--- config.mk ---
export PLATFORM = sky130hd
export DESIGN_NAME = captura_entrada
export DESIGN_NICKNAME = d
export VERILOG_FILES = /design/src/rtl/captura_entrada.sv
export SDC_FILE = /design/constraint.sdc
export NUM_CORES = 1
export LEC_CHECK = 0
export ABC_AREA = 0
export CORE_MARGIN = 5
export CORE_UTILIZATION = 44
export CTS_BUF_LIST = sky130_fd_sc_hd__clkbuf_4 sky130_fd_sc_hd__clkbuf_8 sky130_fd_sc_hd__clkbuf_16
export DETAILED_ROUTE_END_ITERATION = 10
export GPL_TIMING_DRIVEN = 0
export PLACE_DENSITY = 0.74
export SYNTH_ARGS = -nofsm -noshare
export SYNTH_HDL_FRONTEND = slang
export SYNTH_SLANG_ARGS = --single-unit
--- constraint.sdc ---
create_clock -name clk -period 1.45 [get_ports clk]
set_input_delay 0.29 -clock clk [delete_from_list [all_inputs] [get_ports clk]]
set_output_delay 0.29 -clock clk [all_outputs]
set_load 0.01 [all_outputs]
--- src/rtl/captura_entrada.sv ---
// captura_entrada: debounced push-button capture of board switches for a processor I/O read.
// The processor is stalled until a filtered press latches the switches; the release is filtered too.
module captura_entrada #(
  parameter int DEBOUNCE_CICLOS = 50000
) (
  input  logic        clk,
  input  logic        rst_n,
  input  logic [9:0]  switch_dado,
  input  logic        botao_enter,
  input  logic        IOE,
  input  logic        IOsel,
  output logic [31:0] saida_dado,
  output logic        dado_valido,
  output logic        espera
);
  typedef enum logic [2:0] {
    OCIOSO, AGUARDA_APERTO, FILTRO_APERTO, ENTREGA, AGUARDA_SOLTAR, FILTRO_SOLTAR
  } estado_t;
  localparam logic [15:0] LIM = 16'(DEBOUNCE_CICLOS - 1);
  estado_t     estado_q, estado_d;
  logic [15:0] cnt_q, cnt_d;
  logic [31:0] dado_q, dado_d;
  logic [1:0]  btn_q;
  logic [9:0]  sw1_q, sw2_q;
  logic        req, btn;
  assign req = IOE & IOsel;
  assign btn = btn_q[1];
  always_ff @(posedge clk) begin
    if (!rst_n) begin
      estado_q <= OCIOSO;
      cnt_q    <= '0;
      dado_q   <= '0;
      btn_q    <= 2'b11;
      sw1_q    <= '0;
      sw2_q    <= '0;
    end else begin
      estado_q <= estado_d;
      cnt_q    <= cnt_d;
      dado_q   <= dado_d;
      btn_q    <= {btn_q[0], botao_enter};
      sw1_q    <= switch_dado;
      sw2_q    <= sw1_q;
    end
  end
  always_comb begin
    estado_d = estado_q;
    cnt_d    = cnt_q;
    dado_d   = dado_q;
    case (estado_q)
      OCIOSO: begin
        cnt_d = '0;
        if (req) estado_d = AGUARDA_APERTO;
      end
      AGUARDA_APERTO: begin
        cnt_d = '0;
        if (!req) estado_d = OCIOSO;
        else if (!btn) estado_d = FILTRO_APERTO;
      end
      FILTRO_APERTO: begin
        cnt_d = '0;
        if (!req) estado_d = OCIOSO;
        else if (btn) estado_d = AGUARDA_APERTO;
        else if (cnt_q == LIM) begin
          dado_d   = {22'b0, sw2_q};
          estado_d = ENTREGA;
        end else cnt_d = cnt_q + 16'd1;
      end
      ENTREGA: begin
        cnt_d    = '0;
        estado_d = AGUARDA_SOLTAR;
      end
      AGUARDA_SOLTAR: begin
        cnt_d = '0;
        if (btn) estado_d = FILTRO_SOLTAR;
      end
      FILTRO_SOLTAR: begin
        cnt_d = '0;
        if (!btn) estado_d = AGUARDA_SOLTAR;
        else if (cnt_q == LIM) estado_d = OCIOSO;
        else cnt_d = cnt_q + 16'd1;
      end
      default: begin
        cnt_d    = '0;
        estado_d = OCIOSO;
      end
    endcase
  end
  assign saida_dado  = dado_q;
  assign dado_valido = estado_q == ENTREGA;
  assign espera      = req & (estado_q == OCIOSO || estado_q == AGUARDA_APERTO || estado_q == FILTRO_APERTO);
endmodule

==> reports/qor.csv <==
metric,value,unit
final setup fails,19,
Max Slew Vio Count,0,
dpl ws,-0.577,ns
number of buffers created by CTS,5,
CTS Hold Bufs,0,
global route total overflow,0,
DP HPWL,2760,um
H-tree depth,2,
worst-case clock skew,0.00665,ns
DR WL/cell,13.2,um
"EDFF count, synth",0,
RSZ-0062 raised after global routing,yes,
worst setup path end,cnt_q[10],
Worst path depth,6,
MaxCap Viol Count,0,
vias in the first global route,1684,
PD cells,810,mW/mm^2
R2R Setup Slk,-0.13,ns
clock-pin transition on the worst setup and hold timing paths,0.09,ns
met3 Use GR,3.72,%
slowest cell on the critical path,dfxtp_2,
gr busiest metal,met2,
Startpoint Class,flip-flop,
Post-synth ARST share,0,%
core area,0.00469,sq mm
final worst path period share,109,%
GP Congestion,0.788,
CP bufs+invs,2,
critical path's top delay family,simple AND/OR/NAND/NOR gates,
largest stage delay on the critical path,0.34,ns
post-route ant nets,0,
Port Buffers,25,
CP Data Required Time,1.69,ns
first-pass GRT wire length,7800,um
crit-path cells,nand3b_1 > buf_6 > o31a_1 > nand4b_4 > buf_6 > nor2_1,
syn avg cell area,9.55,sq um
largest net degree at the start of global routing,18,
violated checks,negative setup slack,
Fmax,0.635,GHz
Clock Latency Late Sink,0.31,ns
crit path time final,1.58,ns
FF-to-FF Start,estado_q[2],
CP Max Fanout,7,
utilization after layout,63.9,%
Synth Warn #,0,
width of the die,79.4,um
FF-to-FF path depth,6,
Cell Rows,25,
top_reg_cell synth,dfxtp_1,
Synth cell types,43,
Max Buffers Root-to-Sink,2,
CP Launch Point,estado_q[2],
Reg area,0.00107,sq mm
Final Hold Vio Count,0,
synthesis-stage register bit count,51,
Min-Delay Path Class,in -> reg,
fillers,382,
WS Path Type,reg -> reg,
vias per inst,4.85,
routed via count,1718,
share of layout cells above drive strength 1,35.7,%
Nets,315,
TritonCTS clock tree,built,
DR iter-0 viols,62,
footprint of the multi-input gates,0.00109,sq mm
Max VDD drop,0.638,mV
P&R area growth vs syn,41.3,%
total die area,0.00631,sq mm
register area share after synthesis,48.1,%
antenna violations before repair,0,
GRT Total Usage,15.9,%
status,"finished, violations left",
Leak,1.18,nW
"Top cell by count, worst path",buf_6,
Syn Inst Count,222,
Reg2Reg Capture Point,cnt_q[10],
GR Util met1,18.2,%
Mapped Area,0.00212,sq mm
post-route DRC violation count,0,
M2 GR Usage,27.0,%
Setup WS post-layout,-0.126,ns
antenna diode count,0,
drt first pass iters,4,
Crit path arrival time,1.82,ns
Clock Tree Root,clkbuf_8,
final wirelength,4680,um
initial core utilization,45.2,%
Die Height,79.4,um
io pins,49,
critical path endpoint category,flip-flop,
CTS sink cnt,51,
cell families after synthesis:
family | Yosys count | synth area share [%]
other | 1 | 0.177
DFF | 51 | 48.1
adders and majority gates | 1 | 0.590
AOI/OAI and AO/OA | 34 | 10.1
and+or+nand+nor | 88 | 25.8
xor gates and xnor gates | 12 | 4.96
buffers and inverters | 35 | 10.2
power breakdown:
| part | internal, mW | total (mW) | switching, mW |
|---|---|---|---|
| clock network | 0.349 | 0.833 | 0.483 |
| registers | 1.41 | 1.43 | 0.0143 |
| logic | 0.101 | 0.169 | 0.0681 |
worst register-to-register path: stages, from the launching register on:
cell and delay, ns:
dfxtp_2 0.34, nand3b_1 0.19, buf_6 0.15, o31a_1 0.27, nand4b_4 0.26, buf_6 0.21, nor2_1 0.10
cell usage after synthesis, types with 2 or more instances:
library cell	count	area share, %
nand4b_1	2	0.83
o21ai_0	14	3.3
nor3_1	4	0.94
o31a_1	2	0.83
a21boi_0	9	3.2
nand4_1	2	0.59
nor4_1	3	0.89
xor2_1	3	1.2
a21oi_1	4	0.94
dfxtp_1	51	48
buf_2	2	0.47
nor2_1	16	2.8
buf_4	22	7.8
o21a_1	2	0.71
nand3_1	14	3.3
nand3b_1	2	0.71
nand2_1	4	0.71
xnor2_1	9	3.7
inv_1	4	0.71
nand2b_1	3	0.89
or3_1	3	0.89
and2_1	20	5.9
clkbuf_1	7	1.2
final cells by class:
| class | instances | share of cell area (%) |
|---|---|---|
| inverters | 4 | 0.501 |
| repair buffers | 51 | 15.3 |
| plain buffers | 29 | 7.01 |
| multi-input cells | 157 | 36.2 |
| well taps | 54 | 2.25 |
| flip-flops and latches | 51 | 35.7 |
| clock inverters | 3 | 0.752 |
| clock buffers | 5 | 2.30 |
layer usage:
layer	vias to the layer above	wire [um]	share of wire (%)
met5	-	0	0
met4	0	112	2.4
met3	7	283	6.0
met2	50	2420	52
met1	795	1870	40
li1	866	-	-
registers in the layout, indices dropped and copies added (netlist names):
signal      flops
btn_q           2
sw2_q          10
estado_q        3
sw1_q          10
cnt_q          16
saida_dado     10
timing repair:
item                                    4_1_cts  5_1_grt
buffers inserted                             22        2
pin swaps                                    22        5
endpoints found under the setup margin       40       30
gates resized for setup                      66       16
gates cloned                                  2        0
cells in the final DEF (no fill, tap or decap), drive strengths merged, types with 2 or more instances in the layout:
cell / synthesis / layout
a21boi: 10 / 10
a21oi: 4 / 4
and2: 20 / 20
buf: 24 / 52
clkbuf: 7 / 9
clkdlybuf4s50: 0 / 11
conb: 1 / 22
dfxtp: 51 / 51
dlygate4sd2: 0 / 12
inv: 4 / 6
nand2: 5 / 5
nand2b: 3 / 3
nand3: 16 / 16
nand3b: 2 / 2
nand4: 2 / 2
nand4b: 3 / 3
nor2: 16 / 16
nor3: 5 / 5
nor4: 3 / 3
o21a: 2 / 2
o21ai: 14 / 14
o31a: 2 / 2
or3: 4 / 4
xnor2: 9 / 9
xor2: 3 / 3
stage by stage:
stage | std cells | hold slack (ns) | area [sq um] | total power, mW | setup TNS, ns
2_1_floorplan | 243 | 0.386 | 2240 | 1.58 | -0.00118
3_3_place_gp | 322 | 0.408 | 2550 | 1.63 | -14.18
3_5_place_dp | 322 | 0.413 | 2550 | 1.63 | -14.45
4_1_cts | 352 | 0.344 | 2950 | 2.45 | -1.07
5_1_grt | 354 | 0.399 | 3000 | 2.53 | -3.71
6_report | 354 | 0.353 | 3000 | 2.43 | -1.46
worst min path at each step:
stage / slack (ns) / to / depth (start not counted) / startpoint
finish: 0.35 / btn_q[0] / 2 / rst_n
global route: 0.40 / btn_q[0] / 2 / rst_n
CTS: 0.34 / btn_q[0] / 2 / rst_n
detailed placement: 0.41 / sw2_q[2] / 1 / sw1_q[2]
global placement: 0.41 / sw2_q[2] / 1 / sw1_q[2]
floorplan: 0.39 / btn_q[1] / 1 / btn_q[0]
(Power assumes the default switching activity.)
